[src/rtl/uart_tx_mmio.sv]
// Memory-mapped 8N1 UART transmitter (TXDATA/STATUS registers) with a small transmit FIFO.
// Latency: byte pushed at edge N, start bit driven from edge N+1 when idle; frames run back to back.
// Backpressure: none on the bus; a write to a full FIFO is dropped and sets the sticky ovf flag.
//
// Ports: clk_i/rst_ni (async active-low); dbus_en_i/dbus_addr_i/dbus_write_data_i bus write side;
//        dbus_sel_o/dbus_read_data_o combinational decode and read data; tx_o serial line (idle high).
// Optional: define UART_TX_PARITY_EN to add an even-parity bit (STATUS bit4 then reads 1).
module uart_tx_mmio #(
    parameter int unsigned CLKS_PER_BIT = 868,
    parameter logic [31:0] BASE_ADDR    = 32'h0000_1000,
    parameter int unsigned FIFO_DEPTH   = 8
) (
    input  logic        clk_i,
    input  logic        rst_ni,
    input  logic [3:0]  dbus_en_i,
    input  logic [31:0] dbus_addr_i,
    input  logic [31:0] dbus_write_data_i,
    output logic        dbus_sel_o,
    output logic [31:0] dbus_read_data_o,
    output logic        tx_o
);

    localparam int unsigned PTR_W = $clog2(FIFO_DEPTH);
    localparam int unsigned CNT_W = (CLKS_PER_BIT > 1) ? $clog2(CLKS_PER_BIT) : 1;
    localparam logic [CNT_W-1:0] CNT_RELOAD  = CNT_W'(CLKS_PER_BIT - 1);
    localparam logic [PTR_W:0]   FULL_COUNT  = (PTR_W+1)'(FIFO_DEPTH);
    localparam logic [31:0]      STATUS_ADDR = BASE_ADDR + 32'd4;

`ifdef UART_TX_PARITY_EN
    localparam logic PARITY_FLAG = 1'b1;
    typedef enum logic [2:0] {S_IDLE, S_START, S_DATA, S_PARITY, S_STOP} state_t;
`else
    localparam logic PARITY_FLAG = 1'b0;
    typedef enum logic [1:0] {S_IDLE, S_START, S_DATA, S_STOP} state_t;
`endif

    // ---------------- bus decode ----------------
    logic sel_txdata, sel_status;
    logic wr_req, ovf_clr;

    assign sel_txdata = (dbus_addr_i == BASE_ADDR);
    assign sel_status = (dbus_addr_i == STATUS_ADDR);
    assign dbus_sel_o = sel_txdata | sel_status;
    assign wr_req     = dbus_en_i[0] & sel_txdata;
    assign ovf_clr    = dbus_en_i[0] & sel_status & dbus_write_data_i[3];

    // Only lane 0 is meaningful; the remaining bus bits are intentionally dropped.
    logic unused_bus_bits;
    assign unused_bus_bits = &{1'b0, dbus_en_i[3:1], dbus_write_data_i[31:8]};

    // ---------------- transmit FIFO ----------------
    logic [7:0]     fifo_mem [FIFO_DEPTH];
    logic [PTR_W:0] wr_ptr_q, rd_ptr_q, count;
    logic           full, empty, push, pop, ovf_q;
    logic [7:0]     head;

    assign count = wr_ptr_q - rd_ptr_q;
    assign full  = (count == FULL_COUNT);
    assign empty = (count == '0);
    assign head  = fifo_mem[rd_ptr_q[PTR_W-1:0]];
    // A pop in the same cycle frees a slot, so a write to a full FIFO still lands.
    assign push  = wr_req & (~full | pop);

    always_ff @(posedge clk_i) begin
        if (push) begin
            fifo_mem[wr_ptr_q[PTR_W-1:0]] <= dbus_write_data_i[7:0];
        end
    end

    always_ff @(posedge clk_i or negedge rst_ni) begin
        if (!rst_ni) begin
            wr_ptr_q <= '0;
            rd_ptr_q <= '0;
            ovf_q    <= 1'b0;
        end else begin
            if (push) wr_ptr_q <= wr_ptr_q + 1'b1;
            if (pop)  rd_ptr_q <= rd_ptr_q + 1'b1;
            if (wr_req && full && !pop) ovf_q <= 1'b1;
            else if (ovf_clr)           ovf_q <= 1'b0;
        end
    end

    // ---------------- serializer FSM ----------------
    state_t           state_q, state_d;
    logic [CNT_W-1:0] cnt_q, cnt_d;
    logic [7:0]       shift_q, shift_d;
    logic [2:0]       idx_q, idx_d;
    logic             tx_q, tx_d;
    logic             bit_end;
`ifdef UART_TX_PARITY_EN
    logic             par_q, par_d;
`endif

    assign bit_end = (cnt_q == '0);

    always_ff @(posedge clk_i or negedge rst_ni) begin
        if (!rst_ni) begin
            state_q <= S_IDLE;
            cnt_q   <= '0;
            shift_q <= '0;
            idx_q   <= '0;
            tx_q    <= 1'b1;
`ifdef UART_TX_PARITY_EN
            par_q   <= 1'b0;
`endif
        end else begin
            state_q <= state_d;
            cnt_q   <= cnt_d;
            shift_q <= shift_d;
            idx_q   <= idx_d;
            tx_q    <= tx_d;
`ifdef UART_TX_PARITY_EN
            par_q   <= par_d;
`endif
        end
    end

    always_comb begin
        state_d = state_q;
        cnt_d   = cnt_q;
        shift_d = shift_q;
        idx_d   = idx_q;
        tx_d    = tx_q;
        pop     = 1'b0;
`ifdef UART_TX_PARITY_EN
        par_d   = par_q;
`endif
        // Every non-idle state holds its bit for CLKS_PER_BIT cycles.
        if (state_q != S_IDLE && !bit_end) begin
            cnt_d = cnt_q - CNT_W'(1);
        end
        case (state_q)
            S_IDLE: begin
                if (!empty) begin
                    pop     = 1'b1;
                    tx_d    = 1'b0;
                    cnt_d   = CNT_RELOAD;
                    state_d = S_START;
                end
            end
            S_START: begin
                if (bit_end) begin
                    tx_d    = shift_q[0];
                    shift_d = {1'b0, shift_q[7:1]};
                    idx_d   = 3'd0;
                    cnt_d   = CNT_RELOAD;
                    state_d = S_DATA;
                end
            end
            S_DATA: begin
                if (bit_end) begin
                    cnt_d = CNT_RELOAD;
                    if (idx_q == 3'd7) begin
`ifdef UART_TX_PARITY_EN
                        tx_d    = par_q;
                        state_d = S_PARITY;
`else
                        tx_d    = 1'b1;
                        state_d = S_STOP;
`endif
                    end else begin
                        tx_d    = shift_q[0];
                        shift_d = {1'b0, shift_q[7:1]};
                        idx_d   = idx_q + 3'd1;
                    end
                end
            end
`ifdef UART_TX_PARITY_EN
            S_PARITY: begin
                if (bit_end) begin
                    tx_d    = 1'b1;
                    cnt_d   = CNT_RELOAD;
                    state_d = S_STOP;
                end
            end
`endif
            S_STOP: begin
                if (bit_end) begin
                    // Chain straight into the next start bit so frames stay gapless.
                    if (!empty) begin
                        pop     = 1'b1;
                        tx_d    = 1'b0;
                        cnt_d   = CNT_RELOAD;
                        state_d = S_START;
                    end else begin
                        state_d = S_IDLE;
                    end
                end
            end
            default: state_d = S_IDLE;
        endcase
        // Popped byte is captured here so both pop sites share one load path.
        if (pop) begin
            shift_d = head;
`ifdef UART_TX_PARITY_EN
            par_d   = ^head;
`endif
        end
    end

    assign tx_o = tx_q;

    // ---------------- read side ----------------
    always_comb begin
        dbus_read_data_o = 32'h0;
        if (sel_status) begin
            dbus_read_data_o = {27'b0, PARITY_FLAG, ovf_q, (state_q != S_IDLE), empty, full};
        end
    end

endmodule

[config.mk]
export PLATFORM = sky130hd
export DESIGN_NAME = uart_tx_mmio
export DESIGN_NICKNAME = d
export VERILOG_FILES = /design/src/rtl/uart_tx_mmio.sv
export SDC_FILE = /design/constraint.sdc
export NUM_CORES = 1
export LEC_CHECK = 0
export BUFFER_PORTS_ARGS = -buffer_cell sky130_fd_sc_hd__buf_2
export CORE_ASPECT_RATIO = 2
export CORE_MARGIN = 2
export CORE_UTILIZATION = 54
export CTS_CLUSTER_DIAMETER = 200
export DETAILED_ROUTE_END_ITERATION = 6
export PLACE_DENSITY_LB_ADDON = 0.12
export REMOVE_ABC_BUFFERS = 1
export SLEW_MARGIN = 5
export SYNTH_ARGS = -nofsm -noshare
export SYNTH_HDL_FRONTEND = slang
export SYNTH_SLANG_ARGS = --single-unit
export TNS_END_PERCENT = 1
[constraint.sdc]
create_clock -name clk_i -period 4.88 [get_ports clk_i]
set_input_delay 0.976 -clock clk_i [delete_from_list [all_inputs] [get_ports clk_i]]
set_output_delay 0.976 -clock clk_i [all_outputs]
set_load 0.005 [all_outputs]
==> out/metrics.csv <==
metric,value,unit
outcome,finished clean,
diodes,0,
start_kind,register,
yosys_register_bits,97,
wl_per_cell,18.0,um
finalSetupViolCount,0,
drt-initial-drc-count,132,
final_nets,475,
ctsResizeCount,0,
seqCellArea,2750,um^2
grt_start_max_net_pins,34,
synth_top_area_share,40.5,%
drv_slew,0,
tightest_slew,0.915,ns
cts.htree.levels,3,
gp_congestion,0.953,
cts_sinks,97,
io_pins,104,
grt_usage,20.1,%
fp-row-count,48,
cp-end-kind,output port,
drt-met1-wl,3280,um
core,8590,um^2
crit_required,3.90,ns
leakage,2.24,nW
synthTopCellsByArea,"edfxtp_1 41%, dfrtp_1 17%, mux4_2 7.6%",
ys_seq_area_share,58.0,%
vias_per_cell,5.62,
min_path_type,register to register,
synth_top_area_cell,edfxtp_1,
clock_latency,0.34,ns
first_pass_iters,4,
fp.dieW,70.2,um
grt_overflow,0,
yosysWarnings,0,
period_minus_slack,3.42,ns
via_count,2800,
route.met2.wl,5300,um
cts_hold_buf,0,
syn_area,4740,um^2
post-dp-hpwl,6450,um
clock-root-buffer,clkbuf_16,
synth_ff_type,edfxtp_1,
ys_types,57,
cp_max_fo,10,
power_density,301,nW/um^2
finalCritPeriodShare,70.0,%
port_buffers,48,
maxUsedRoutingLayer,met4,
cts_setup_buffers,0,
cts_buffers,9,
initial_core_util,55.2,%
syn_inst,335,
fillers,657,
antenna_found_initial,0,
syn_area_per_cell,14.1,um^2
pre_cts_ws,1.45,ns
synth_edf_count,64,
rsz0062_at_grt,false,
ir_worst_vdd,0.000287,V
worstSetupPathType,register to output port,
hold_violations,0,
grt_pass1_wl,14400,um
fmax,293,MHz
cts_buffer_depth,2,
antenna_left,0,
dieArea,9590,um^2
drcViolationCount,0,
dieHeight,136,um
timing.setup.tns,0,ns
layout_setup_ws,1.46,ns
routed_wl,8990,um
clk_pin_slew,0.06,ns
wl_met3,185,um
slew_headroom,38.8,%
async_flop_share,34.0,%
fin_skew,0.00614,ns
worstPathArrival,2.44,ns
maxCapViolCount,0,
grt_pass1_vias,2959,
areaGrowthSynthToFinish,12.8,%
drive_gt1_share,27.4,%
multi_input_area,1820,um^2
cts_tree,built,
==> power breakdown <==
group / internal (W) / leakage, nW / switching [W]
clock: 0.000399 / 0.147 / 0.000296
sequential: 0.000878 / 1.03 / 0.000000000126
combinational: 0.0000129 / 1.07 / 0.0000229
==> stage by stage <==
| step | instances | util (%) | total power, W | hold WS (ns) | instance area [um^2] |
|---|---|---|---|---|---|
| 2_1_floorplan | 325 | - | 0.000902 | 0.465 | 4590 |
| 3_3_place_gp | 482 | 58.8 | 0.000929 | 0.493 | 5050 |
| 3_5_place_dp | 482 | 58.8 | 0.000930 | 0.495 | 5050 |
| 4_1_cts | 498 | 62.3 | 0.00162 | 0.509 | 5350 |
| 5_1_grt | 498 | 62.3 | 0.00165 | 0.522 | 5350 |
| 6_report | 498 | 62.3 | 0.00161 | 0.503 | 5350 |
==> critical path, cell delays in order, from the launching register on <==
cell and delay, ns:
dfrtp_1 0.41, inv_2 0.24, ha_1 0.33, a21oi_1 0.24
a21oi_1 0.15, o211ai_2 0.50, nor2_1 0.10, buf_2 0.15
==> cell families after synthesis <==
group	count (synthesis)	share of synthesized area [%]
AND/OR/NAND/NOR	81	10.6
buffers and inverters	50	6.23
other	1	0.0791
flip-flops	97	58.0
AO/OA/AOI/OAI	38	5.97
adder cells (fa/ha/maj)	12	3.17
XOR/XNOR	14	2.59
multiplexers	42	13.3
==> state kept, by name, summed over array words and instances, names as in the netlist <==
signal    count
cnt_q        10
fifo_mem     64
idx_q         3
ovf_q         1
rd_ptr_q      4
shift_q       8
state_q       2
tx_o          1
wr_ptr_q      4
==> cells in the mapped netlist (3+ instances only) <==
library cell / instances
edfxtp_1: 64
dfrtp_1: 32
buf_4: 28
mux2i_1: 23
mux4_2: 16
nand2_1: 15
nor2_1: 13
ha_1: 12
inv_1: 12
o21ai_0: 12
nor4_1: 10
nand3_1: 8
xnor2_1: 8
a21oi_1: 6
clkbuf_1: 6
nor3_1: 6
xor2_1: 6
a22o_1: 4
nor4b_1: 4
nand2b_1: 3
nand4b_1: 3
nor3b_1: 3
==> final timing paths <==
check | startpoint | end | slack [ns] | cells after the start
max | rd_ptr_q[2]$_DFFE_PN0P_ | dbus_read_data_o[1] | 1.46 | 7
min | rd_ptr_q[3]$_DFFE_PN0P_ | rd_ptr_q[3]$_DFFE_PN0P_ | 0.50 | 1
max reg2reg | wr_ptr_q[0]$_DFFE_PN0P_ | fifo_mem[7][5]$_DFFE_PP_ | 1.84 | 7
min reg2reg | rd_ptr_q[3]$_DFFE_PN0P_ | rd_ptr_q[3]$_DFFE_PN0P_ | 0.50 | 1
max in group asynchronous | rst_ni | rd_ptr_q[3]$_DFFE_PN0P_ | 3.69 | 1
min in group asynchronous | rst_ni | cnt_q[2]$_DFF_PN0_ | 0.70 | 1
==> cell type report <==
cell class | instances | area share (%)
clock inverter | 6 | 1.24
sequential | 97 | 51.4
timing repair buffer | 57 | 5.76
inverter | 13 | 0.913
tap | 100 | 2.34
multi-input combinational | 215 | 34.1
clock buffer | 10 | 4.28
==> cell usage in the layout, fill, tap and decap left out, types with 2 or more instances in the layout <==
cell type and count:
a211oi_1 2, a21oi_1 6, a22o_1 4, and3_1 2, buf_2 48, buf_4 9, clkbuf_16 9, clkinv_2 2
clkinv_4 2, conb_1 28, dfrtp_1 32, edfxtp_1 64, ha_1 12, inv_1 12, mux2_4 2, mux2i_1 23
mux4_2 16, nand2_1 15, nand2b_1 3, nand3_1 8, nand4_1 2, nand4b_1 3, nor2_1 13, nor2b_1 2
nor3_1 5, nor3b_1 3, nor4_1 10, nor4b_2 3, o21ai_0 12, xnor2_1 8, xor2_1 6
==> routing by layer <==
layer / vias to the layer above / GRT usage [%]
met3: 19 / 3.17
met2: 44 / 38.6
met1: 1403 / 20.7
met5: - / 0
li1: 1334 / -
met4: 0 / 9.40
Note: power is estimated with default switching activity, not from simulation.
